==> src/rtl/pic_wdt_reset_ctrl.sv <==
// Reset and watchdog source for the PIC16C57 core: POR pulse, synchronized MCLR,
// WDT base counter plus prescaler (postscaler when PSA=1), one-cycle WDT_timeout.
module pic_wdt_reset_ctrl #(
  parameter int WDT_BASE_CYCLES = 256,
  parameter int POR_HOLD_CYCLES = 16,
  parameter int BASE_W          = 16
) (
  input  logic       clk,
  input  logic       rst_n,
  input  logic       mclr_n_pin,
  input  logic       wdt_enable,
  input  logic       sleep,
  input  logic       clear_WDT,
  input  logic       clear_prescaler,
  input  logic [5:0] OPTION_out,
  output logic       POR,
  output logic       MCLR_rst,
  output logic       WDT_timeout,
  output logic [7:0] wdt_prescale_count
);
  localparam int HOLD_W = $clog2(POR_HOLD_CYCLES + 1);

  typedef enum logic [1:0] {S_POR, S_MCLR, S_RUN} state_t;

  state_t            state;
  logic [BASE_W-1:0] base_cnt;
  logic [7:0]        presc;
  logic [HOLD_W-1:0] hold_cnt;
  logic              mclr_s1, mclr_s2;
  logic              psa, tick, ovf;
  logic [7:0]        presc_term;
  logic              unused_ok;

  // SLEEP never gates counting; a timeout while asleep is the wake event.
  assign unused_ok = &{1'b0, sleep, OPTION_out[5:4]};

  assign psa        = OPTION_out[3];
  assign presc_term = 8'((9'd1 << OPTION_out[2:0]) - 9'd1);
  assign tick       = (base_cnt == BASE_W'(WDT_BASE_CYCLES - 1));
  // >= so a PS shrink below the current count overflows on the next tick
  assign ovf        = tick & (~psa | (presc >= presc_term));

  assign wdt_prescale_count = presc;

  always_ff @(posedge clk or negedge rst_n) begin
    if (!rst_n) begin
      mclr_s1 <= 1'b1;
      mclr_s2 <= 1'b1;
    end else begin
      mclr_s1 <= mclr_n_pin;
      mclr_s2 <= mclr_s1;
    end
  end

  always_ff @(posedge clk or negedge rst_n) begin
    if (!rst_n) begin
      state       <= S_POR;
      POR         <= 1'b1;
      MCLR_rst    <= 1'b0;
      WDT_timeout <= 1'b0;
      base_cnt    <= '0;
      presc       <= '0;
      hold_cnt    <= '0;
    end else begin
      WDT_timeout <= 1'b0;
      case (state)
        S_POR: begin
          base_cnt <= '0;
          presc    <= '0;
          if (hold_cnt == HOLD_W'(POR_HOLD_CYCLES)) begin
            POR   <= 1'b0;
            state <= S_RUN;
          end else begin
            hold_cnt <= hold_cnt + 1'b1;
          end
        end
        S_MCLR: begin
          base_cnt <= '0;
          presc    <= '0;
          if (mclr_s2) begin
            state    <= S_RUN;
            MCLR_rst <= 1'b0;
          end
        end
        S_RUN: begin
          if (!mclr_s2) begin
            state    <= S_MCLR;
            MCLR_rst <= 1'b1;
            base_cnt <= '0;
            presc    <= '0;
          end else if (!wdt_enable) begin
            base_cnt <= '0;
            presc    <= '0;
          end else if (clear_WDT || clear_prescaler) begin
            // Every clear combination leaves the prescaler at 0 (PSA=0 holds it there anyway).
            base_cnt <= clear_WDT ? '0 : (tick ? '0 : base_cnt + 1'b1);
            presc    <= '0;
          end else begin
            base_cnt    <= tick ? '0 : base_cnt + 1'b1;
            WDT_timeout <= ovf;
            if (!psa || ovf) presc <= '0;
            else if (tick)   presc <= presc + 1'b1;
          end
        end
        default: state <= S_POR;
      endcase
    end
  end
endmodule
==> config.mk <==
export PLATFORM = sky130hd
export DESIGN_NAME = pic_wdt_reset_ctrl
export DESIGN_NICKNAME = d
export VERILOG_FILES = /design/src/rtl/pic_wdt_reset_ctrl.sv
export SDC_FILE = /design/constraint.sdc
export NUM_CORES = 1
export LEC_CHECK = 0
export BUFFER_PORTS_ARGS = -buffer_cell sky130_fd_sc_hd__buf_2
export CORE_ASPECT_RATIO = 1.75
export CORE_UTILIZATION = 55
export CTS_CLUSTER_DIAMETER = 150
export DETAILED_ROUTE_END_ITERATION = 16
export PLACE_DENSITY = 0.76
export SYNTH_ARGS = -nofsm -noshare
export SYNTH_HDL_FRONTEND = slang
export SYNTH_SLANG_ARGS = --single-unit
export TNS_END_PERCENT = 5
==> constraint.sdc <==
create_clock -name clk -period 2.7 [get_ports clk]
set_input_delay 0.54 -clock clk [delete_from_list [all_inputs] [get_ports clk]]
set_output_delay 0.54 -clock clk [all_outputs]
set_load 0.03 [all_outputs]
# == After elaboration in Yosys (flattened, before gate mapping) ==
# Cells that the tools add are included.
# classes
order_cmp,1
n_bitwise,4
eq_ne,8
n_mux,23
add_sub_neg,4
shift,1
reduce_logical,12
# op_table
cell,n
2-to-1 mux 16 bit,5
2-to-1 mux 8 bit,5
one-hot mux 16 bit (2 select lines),1
adder 16 x 1 -> 16 bit (second input constant),1
equality test 16 x 8 -> 1 bit (second input constant),1
one-hot mux 8 bit (2 select lines),1
adder 8 x 1 -> 8 bit (second input constant),1
>= comparator 8 bit,1
<< shifter 1 x 3 -> 8 bit (first input constant),1
subtractor 8 x 1 -> 8 bit (second input constant),1
2-to-1 mux 1 bit,6
2-to-1 mux 2 bit,3
inequality test 2 bit (second input constant),3
inequality test 6 bit (second input constant),1
one-hot mux 2 bit (3 select lines),1
AND reduction 2 bit,3
AND reduction 3 bit,2
adder 5 x 1 -> 5 bit (second input constant),1
equality test 5 bit (second input constant),1
nonzero test 2 bit,2
equality test 2 x 1 -> 1 bit (second input constant),1
equality test 2 bit (second input constant),1
zero test 2 bit,1
logical OR 1 bit,2
other kinds (6),7
# word_totals
reg_bits,36

# == Depth between registers and ports, before layout ==
# Gate-level depths: netlist (run 1).
# logic_depth
word_depth,11
depth_mapped,7

# == Least setup slack after synthesis (run 1) ==
# Ideal clock, no wire load.
# synth_path
path_kind,register to register
startpoint,register base_cnt[9]
endpoint,"register presc[1], in the netlist wdt_prescale_count[1]"
path_buffers,0
arrival_ns,1.963
setup_slack_ns,0.616
stages_incl_launch_ff,6
setup_ns,0.121
path_cell_list,dfrtp_1 or4_1 nor4_4 nor2_1 o21a_1 a22o_1
# synth_via
elab_chain_len,8
# synth_rtl
element,line_no,source
from (decl),26,logic [BASE_W-1:0] base_cnt;
from (signal assigned),96,base_cnt <= clear_WDT ? '0 : (tick ? '0 : base_cnt + 1'b1);
from (signal assigned),99,base_cnt <= tick ? '0 : base_cnt + 1'b1;
equality test 16 x 8 -> 1 bit (*),39,assign tick = (base_cnt == BASE_W'(WDT_BASE_CYCLES - 1));
bitwise AND 1 bit,41,assign ovf = tick & (~psa | (presc >= presc_term));
logical OR 1 bit,101,if (!psa || ovf) presc <= '0;
2-to-1 mux 8 bit,101,
2-to-1 mux 8 bit,94,end else if (clear_WDT || clear_prescaler) begin
2-to-1 mux 8 bit,91,end else if (!wdt_enable) begin
2-to-1 mux 8 bit,86,if (!mclr_s2) begin
one-hot mux 8 bit (2 select lines),66,case (state)
to (signal assigned),102,else if (tick) presc <= presc + 1'b1;
to (decl),27,logic [7:0] presc;
# Every way passes the cells marked *; elsewhere a longest branch is shown, timed or not.
# A chain may end at the register's enable or synchronous reset.

# == Worst setup path after layout (run 1) ==
# Same ends and word-level chain as after synthesis.

==> results of run 1 <==
[worst max-delay path, cell delays in order, from the launching register on]
cell     delay, ps
dfrtp_1        430
or4_1          580
nor4_4         260
buf_4          210
nor2_1          60
o21a_1         280
a22o_1         270
[synthesized netlist by cell type (5+ instances only)]
cell type  instances  area share
a21oi_1           10       0.025
nand2b_1          11       0.034
dfrtp_1           33        0.41
o21ai_0           12       0.030
nand4_1            8       0.025
xor2_1             5       0.022
inv_1              6       0.011
nor2_1            23       0.043
nand3_1            9       0.022
nand2_1           19       0.035
ha_1              12       0.075
a21o_1             8       0.030
xnor2_1            8       0.035
[kinds of logic after synthesis]
logic type                 share of synthesized area
and+or+nand+nor                               0.2460
AOI/OAI and AO/OA                             0.1463
DFF                                           0.4502
xor gates and xnor gates                     0.05666
adders and majority gates                    0.07472
buffers and inverters                        0.01868
other                                       0.001866
muxes                                       0.005604
[placed cells by master (no fill, tap or decap), types with 4 or more instances in the layout]
master / n
dfrtp_1: 33
nor2_1: 23
buf_2: 20
nand2_1: 19
o21ai_0: 12
ha_1: 12
nand2b_1: 11
a21oi_1: 10
nand3_1: 9
a21o_1: 8
nand4_1: 8
xnor2_1: 8
inv_1: 6
xor2_1: 5
clkbuf_8: 5
a211oi_1: 4
[layout make-up]
| class | count | area (sq um) | share of cell area |
|---|---|---|---|
| clock buffer | 5 | 68.82 | 0.03022 |
| clock inverter | 3 | 42.54 | 0.01868 |
| inverter | 6 | 22.52 | 0.009890 |
| multi-input combinational | 165 | 1067 | 0.4687 |
| sequential | 36 | 904.6 | 0.3973 |
| tap | 45 | 56.30 | 0.02473 |
| timing repair buffer | 22 | 115.1 | 0.05055 |
[path summary, 6_finish.rpt]
| path | cells past startpoint | start | to |
|---|---|---|---|
| max | 6 | base_cnt[9] | wdt_prescale_count[1] |
| min | 1 | rst_n | wdt_prescale_count[3] |
| max reg2reg | 6 | base_cnt[9] | wdt_prescale_count[1] |
| min reg2reg | 0 | mclr_s1 | mclr_s2 |
| max in group asynchronous | 1 | rst_n | hold_cnt[1] |
| min in group clk | 0 | mclr_s1 | mclr_s2 |
[metal layers]
metal	global-route usage	wire length [microns]	vias to the layer above	share of wire
li1	-	-	803	-
met1	0.2450	1620	747	0.41
met2	0.3932	2072	41	0.53
met3	0.05495	141	10	0.036
met4	0.1194	99	0	0.025
met5	0	0	-	0
[flip-flops by register name, summed over array words and instances (netlist names)]
register and count:
hold_cnt 5, MCLR_rst 1, WDT_timeout 1, state 2
mclr_s2 1, POR 1, base_cnt 16, wdt_prescale_count 8
mclr_s1 1
[power groups by stage]
stage	clock network, mW	registers (mW)	logic, mW
2_1_floorplan	0	0.595	0.135
3_3_place_gp	0	0.611	0.174
3_5_place_dp	0	0.612	0.177
4_1_cts	0.487	0.603	0.177
5_1_grt	0.505	0.611	0.202
6_report	0.474	0.603	0.177
==> flow_summary.yaml, run 1 <==
status:
  status: "finished clean"
drt:
  drt_iter0_drc: 29
  wl_mm: 3.935
  drtAntennaViolNets: 0
  via_per_inst: 5.677
  wire_per_inst_microns: 13.95
  drc_errors: 0
  vias: 1601
  firstDrtPassIters: 4
floorplan:
  row_count: 28
  core_sq_mm: 0.003433
  ioPinCount: 24
  die_h_microns: 81.96
  initial_utilization: 0.5853
  die_area_sq_mm: 0.003909
  die_w_microns: 47.69
power_and_ir_drop:
  p_sw_mw: 0.3634
  peakVddDrop_v: 0.0005587
  power.share.clock: 0.378
  finalPower_mw: 1.253
  switching_share: 0.2900
  p_leak_nw: 1.061
  p_seq_frac: 0.481
  combPwrFrac: 0.141
  intPower_mw: 0.8897
  p_per_area_mw_per_mm2: 550.3
global_routing:
  grt_pass1_vias: 1539
  grt_pass1_wl_mm: 6.299
  grt_max_degree: 37
  antenna_found_initial: 0
  grt_use_total: 0.2291
  gr-total-overflow: 0
synthesis:
  yosys.cell_types.count: 40
  ys_warn_count: 0
  synth-seq-cells: 36
  syn-instance-count: 211
  synth_edf_count: 0
  syn-num-nets: 236
  avgSynthCellArea_sq_um: 9.523
  synthFlopType: "dfrtp_1"
  async_flop_share: 1.000
  synth-seq-area-share: 0.4502
  syn_area_sq_mm: 0.002009
place:
  dp_cells: 274
  pre_cts_ws_ps: 372.9
  port_buffers: 20
  finalWeightedCongestion: 0.7877
  placed_cell_area_sq_mm: 0.002166
  place_hpwl_mm: 2.851
timing:
  setup_viol: 0
  max_freq_mhz: 454.6
  tightest_slew_ps: 801.8
  period_share: 0.8148
  fin_ws_ps: 500.1
  finalClockSkew_ps: 13.35
  maxSlewHeadroom: 0.4655
  hold_viol_final: 0
  fin_crit_ps: 2200
  finalMaxSlewViolations: 0
  finalSetupTns_ps: 0
  timing.hold.ws_ps: 327.7
  rsz0062_at_grt: "no"
critical_path:
  crit_path_max_fanout: 9
  rrSetupSlack_ps: 500
  start_kind: "register"
  end_kind: "register"
  crit_required_ps: 2890
  critPathKind: "register to register"
  cp.arrival_ps: 2380
clocking:
  clock_latency_ps: 290
  h-tree-depth: 2
  cts.sinks: 36
  postCtsSetupBuffers: 0
  cts_made_buffers: 5
  cts_tree: "done"
  clkSlewWorstSetupHoldPaths_ps: 80
  root_buffer: "clkbuf_8"
  post_cts_resized: 0
  cts.path.max_buffers: 2
  hold_buffers: 0
finish:
  instances_no_fill: 282
  drive_gt1_frac: 0.1772
  area_growth_syn_to_layout_pct: 13.32
  finalNetCount: 261
  finalCoreUtilization: 0.6633
  antennaDiodeCount: 0
  finalInstanceArea_sq_mm: 0.002277
  n_fill_cell: 306
worst_hold_path:
  hp-class: "input pin to asynchronous set/reset pin"
flow_run:
  drv_cap: 0
No activity file was read; power rests on OpenSTA's default activity.
==> run 2, diff against run 1 <==
Settings changed: ABC_AREA set to 1, CORE_UTILIZATION 55 to 53.
Clock period 2.7 ns to 1.9 ns, I/O delays scaled along.
==> run 2 against run 1 <==
Against the previous run:
- synthesized area up 10%
- critical path depth increased by 4
- sequential power increased by 41%
- largest cell class unchanged
- largest power group unchanged
==> flow_summary.yaml, run 2 <==
clocking:
  cts.sinks: 36
  cts.path.max_buffers: 2
  hold_buffers: 0
  postCtsSetupBuffers: 0
  root_buffer: "clkbuf_8"
  cts_made_buffers: 5
  clkSlewWorstSetupHoldPaths_ps: 70
  cts_tree: "done"
  clock_latency_ps: 290
  h-tree-depth: 2
  post_cts_resized: 0
synthesis:
  syn-instance-count: 292
  async_flop_share: 1.000
  synth.top_cells.by_area: "dfrtp_1 37%, nand2_1 12%, nor2_1 7.8%, ha_1 6.8%, inv_1 6.1%"
  yosysTopAreaCellShare: 0.3733
  ys_warn_count: 0
  ys_top_cells_by_count: "68 x nand2_1, 46 x nor2_1, 36 x inv_1"
  synth-seq-area-share: 0.4089
  synthFlopType: "dfrtp_1"
  avgSynthCellArea_sq_um: 7.576
  yosysMostFrequentCell: "nand2_1"
  synth_edf_count: 0
  syn_area_sq_mm: 0.002212
  synth-seq-cells: 36
  syn-num-nets: 317
  synth_top_area_cell: "dfrtp_1"
  yosys.cell_types.count: 31
critical_path:
  end_kind: "register"
  cp_common_cell: "nand2_1"
  crit_chain: "ha_1 -> nand2_1 -> nor2_1 -> nor2_1 -> nand2_1 -> nand2_1 -> nand2_1 -> nand2_2 -> nand3_1 -> nand2_1"
  start_kind: "register"
  cp_slowest_cell: "dfrtp_1"
  critPathKind: "register to register"
  crit_path_max_fanout: 9
  crit_required_ps: 2090
  critical-path-max-stage-delay_ps: 460
  cp.arrival_ps: 1800
power_and_ir_drop:
  finalPower_mw: 1.923
  p_per_area_mw_per_mm2: 769.1
  p_leak_nw: 1.257
  peakVddDrop_v: 0.0007298
floorplan:
  die_h_microns: 87.47
  core_sq_mm: 0.003941
  die_w_microns: 50.84
  initial_utilization: 0.5613
  die_area_sq_mm: 0.004446
  ioPinCount: 24
  row_count: 30
drt:
  drt_iter0_drc: 40
  firstDrtPassIters: 4
  wl_mm: 4.446
  drc_errors: 0
  via_per_inst: 5.173
  vias: 1909
  wire_per_inst_microns: 12.05
  drtAntennaViolNets: 0
global_routing:
  grt_max_degree: 20
  grt_pass1_wl_mm: 7.472
  antenna_found_initial: 0
  grt_pass1_vias: 1838
  use_met2: 0.4267
  met3_usage: 0.03839
  grt.met1_usage: 0.2293
  top_usage_layer: "met2"
  grt_use_total: 0.2260
  gr-total-overflow: 0
place:
  placed_cell_area_sq_mm: 0.002392
  place_hpwl_mm: 3.473
  port_buffers: 20
  finalWeightedCongestion: 0.8981
timing:
  max_freq_mhz: 622.2
  rsz0062_at_grt: "no"
  finalMaxSlewViolations: 0
  finalClockSkew_ps: 6.991
  timing.hold.ws_ps: 23.41
  hold_viol_final: 0
  period_share: 0.8459
  setup_viol: 0
  fin_crit_ps: 1607
  finalSetupTns_ps: 0
finish:
  largest-register: "base_cnt"
  final_common_cell: "nand2_1"
  area_growth_syn_to_layout_pct: 13.01
  drive_gt1_frac: 0.1869
  finalInstanceArea_sq_mm: 0.002500
  seqCellArea_sq_um: 904.6
  multi_input_area_sq_mm: 0.001154
  finalNetCount: 345
  largest_reg_flops: 16
  n_fill_cell: 385
  final_cell_mix: "68 x nand2_1, 46 x nor2_1, 36 x inv_1"
  antennaDiodeCount: 0
worst_hold_path:
  hp-class: "input pin to asynchronous set/reset pin"
status:
  status: "finished clean"
flow_run:
  drv_cap: 0
-- run 2: final timing paths --
path	from	end	slack, ps	cells past startpoint
worst max-delay path	wdt_prescale_count[2]	wdt_prescale_count[3]	290	10
worst min-delay path	rst_n	MCLR_rst	20	1
worst max register to register	wdt_prescale_count[2]	wdt_prescale_count[3]	290	10
worst min register to register	mclr_s1	mclr_s2	360	0
max in group asynchronous	rst_n	base_cnt[12]	1420	2
min in group clk	mclr_n_pin	mclr_s1	180	1
-- run 2: critical path, delay by kind of cell, from the launching register on --
kind                       cells  cell delay (ps)
adders and majority gates      1              320
and+or+nand+nor                9              710
DFF                            1              460
-- run 2: where the power goes --
part	internal, mW	switching, mW
Clock	0.389	0.277
Sequential	0.805	0.0475
Combinational	0.123	0.281
-- run 2: stage by stage --
stage | util | instances | setup WS [ps]
global route | 0.6343 | 369 | 169.1
finish | 0.6343 | 369 | 292.8
CTS | 0.6343 | 369 | 287.1
global placement | 0.6070 | 361 | 165.5
detailed placement | 0.6070 | 361 | 98.92
floorplan | - | 292 | 354.3
-- run 2: cells by family (layout without fill, tap and decap cells) --
| group | count (synthesis) | count (layout) | share of synthesized area |
|---|---|---|---|
| AO/OA/AOI/OAI | 27 | 27 | 0.07184 |
| AND/OR/NAND/NOR | 167 | 167 | 0.3484 |
| adder cells (fa/ha/maj) | 12 | 12 | 0.06787 |
| XOR/XNOR | 8 | 8 | 0.03167 |
| flip-flops | 36 | 36 | 0.4089 |
| buffers and inverters | 41 | 70 | 0.06957 |
| other | 1 | 1 | 0.001695 |
-- run 2: routing by layer --
| layer | wire length, microns | up-vias |
|---|---|---|
| li1 | - | 974 |
| met2 | 2446 | 35 |
| met1 | 1769 | 892 |
| met5 | 0 | - |
| met3 | 129 | 8 |
| met4 | 101 | 0 |
-- run 2: area by class of cell --
type,instances,area share
Sequential cell,36,0.3619
Clock inverter,2,0.01401
Timing Repair Buffer,21,0.04805
Inverter,41,0.06156
Multi-Input combinational cell,215,0.4615
Clock buffer,6,0.02903
Tap cell,48,0.02402
==> run 3, diff against run 2 <==
Clock period 1.9 ns to 1.34 ns, I/O delays scaled along.
==> run 3 against run 2 <==
Against the previous run:
- the flow now finishes with violations (negative setup slack)
- register-to-register slack got worse by 440 ps
- largest cell class unchanged
- cell area increased by 26%
- count of clock-buffer cells in the layout did not move
- utilization up 16 points
- largest power group unchanged
- sequential power grew 42%
- clock power up 43%
- routed wire length is 22% higher
- setup slack lost 440 ps
- first-iteration DRC count up 110%
- cell count increased by 15%
- sequential share of layout area decreased by 7.1 points
- clock skew about the same
==> flow_summary.yaml, run 3 (synthesis gave the netlist of run 2 again) <==
status:
  status: "complete, but fails checks"
  failed_checks: "negative setup slack"
critical_path:
  critical-path-max-stage-delay_ps: 440
  cp_common_cell: "nand2_1"
  critPathKind: "register to register"
  crit_path_max_fanout: 5
  start_kind: "register"
  crit_chain: "ha_4 -> nand2_1 -> nor2_1 -> nor2_1 -> nand2_1 -> nand2_1 -> nand2_2 -> nand2_4 -> nand3_2 -> nand2_1"
  rrSetupSlack_ps: -150
  reg2reg_depth: 10
  crit_required_ps: 1530
  end_kind: "register"
  startpoint: "wdt_prescale_count[1]"
  cp_slowest_cell: "dfrtp_2"
  worstSetupEndpoint: "wdt_prescale_count[4]"
  r2r_end: "wdt_prescale_count[4]"
  regToRegStartpoint: "wdt_prescale_count[1]"
  cp.arrival_ps: 1670
global_routing:
  met3_usage: 0.03839
  gr-total-overflow: 0
  grt_use_total: 0.2732
  grt.met1_usage: 0.2646
  grt_max_degree: 37
  grt_pass1_vias: 2257
  grt_pass1_wl_mm: 9.045
  top_usage_layer: "met2"
  antenna_found_initial: 0
  use_met2: 0.5273
drt:
  via_per_inst: 5.182
  drtAntennaViolNets: 0
  drc_errors: 0
  vias: 2197
  firstDrtPassIters: 5
  wire_per_inst_microns: 12.76
  drt_iter0_drc: 82
  wl_mm: 5.411
finish:
  drive_gt1_frac: 0.4069
  finalNetCount: 400
  largest-register: "base_cnt"
  seqCellArea_sq_um: 913.4
  finalCoreUtilization: 0.7971
  area_growth_syn_to_layout_pct: 42.02
  final_common_cell: "nand2_1"
  finalInstanceArea_sq_mm: 0.003142
  largest_reg_flops: 16
  multi_input_area_sq_mm: 0.001359
  n_fill_cell: 262
  final_cell_mix: "66 x nand2_1, 50 x buf_4, 38 x nor2_1"
  antennaDiodeCount: 0
clocking:
  clkSlewWorstSetupHoldPaths_ps: 80
  clock_latency_ps: 290
  h-tree-depth: 2
  cts_tree: "done"
  cts_made_buffers: 5
  cts.sinks: 36
  root_buffer: "clkbuf_8"
  cts.path.max_buffers: 2
place:
  port_buffers: 20
  finalWeightedCongestion: 0.8411
  place_hpwl_mm: 3.913
  placed_cell_area_sq_mm: 0.002887
timing:
  finalSetupTns_ps: -1284
  period_share: 1.109
  timing.hold.ws_ps: 66.16
  finalMaxSlewViolations: 0
  max_freq_mhz: 672.9
  setup_viol: 14
  rsz0062_at_grt: "yes"
  hold_viol_final: 0
  finalClockSkew_ps: 6.612
  fin_ws_ps: -146.0
  fin_crit_ps: 1486
floorplan:
  row_count: 30
  initial_utilization: 0.5613
  die_area_sq_mm: 0.004446
  die_w_microns: 50.84
  die_h_microns: 87.47
  core_sq_mm: 0.003941
  ioPinCount: 24
power_and_ir_drop:
  p_per_area_mw_per_mm2: 949.3
  p_leak_nw: 1.545
  peakVddDrop_v: 0.0008963
  finalPower_mw: 2.983
worst_hold_path:
  hp-class: "input pin to register"
flow_run:
  drv_cap: 0
run 3: changes by cell type in the layout (fill, tap and decap cells not counted), sizes merged:
cell,change
dlygate4sd3,+1
buf,+53
nand2,+1
run 3: layer usage:
metal  up-vias  wire, microns
met5         -              0
met4         0            181
met3        19            138
met2        48           3086
met1      1042           2005
li1       1088              -
run 3: power breakdown:
group          switching [mW]  internal (mW)  total (mW)  leakage [nW]
clock network           0.401          0.552       0.953        0.0552
registers              0.0626           1.14        1.21         0.468
logic                   0.519          0.304       0.823          1.02
run 3: stage by stage:
step | worst slack (ps) | std cells
after global placement | -226.2 | 413
after CTS | -125.8 | 423
after detailed placement | -343.1 | 413
after global routing | -228.8 | 424
after floorplan | -109.9 | 292
final | -146.0 | 424
run 3: worst min path at each step:
| stage | start | slack, ps | to | cells after the start |
|---|---|---|---|---|
| floorplan | rst_n | -30 | MCLR_rst | 0 |
| CTS | mclr_n_pin | 70 | mclr_s1 | 1 |
| global route | mclr_n_pin | 60 | mclr_s1 | 1 |
| global placement | rst_n | 240 | hold_cnt[0] | 2 |
| finish | mclr_n_pin | 70 | mclr_s1 | 1 |
| detailed placement | rst_n | 250 | MCLR_rst | 2 |
run 3: worst max-delay path: cells and delay by family (launching register included):
family	cells	cell delay, ps
simple gates	9	660
fa+ha+maj	1	270
flops	1	440
run 3: cell type report:
class | instances | area share
clock buffer | 6 | 0.02310
clock inverter | 2 | 0.01115
inverter | 41 | 0.04978
multi-input combinational | 216 | 0.4325
sequential | 36 | 0.2907
tap | 48 | 0.01912
timing repair buffer | 75 | 0.1736
run 3: timing repair:
action,in CTS,in global routing
hold endpoints to repair,33,0
hold buffers,1,0
cloned,1,0
pin swaps,1,11
buffers inserted,0,1
endpoints found under the setup margin,25,35
resized for setup,12,23
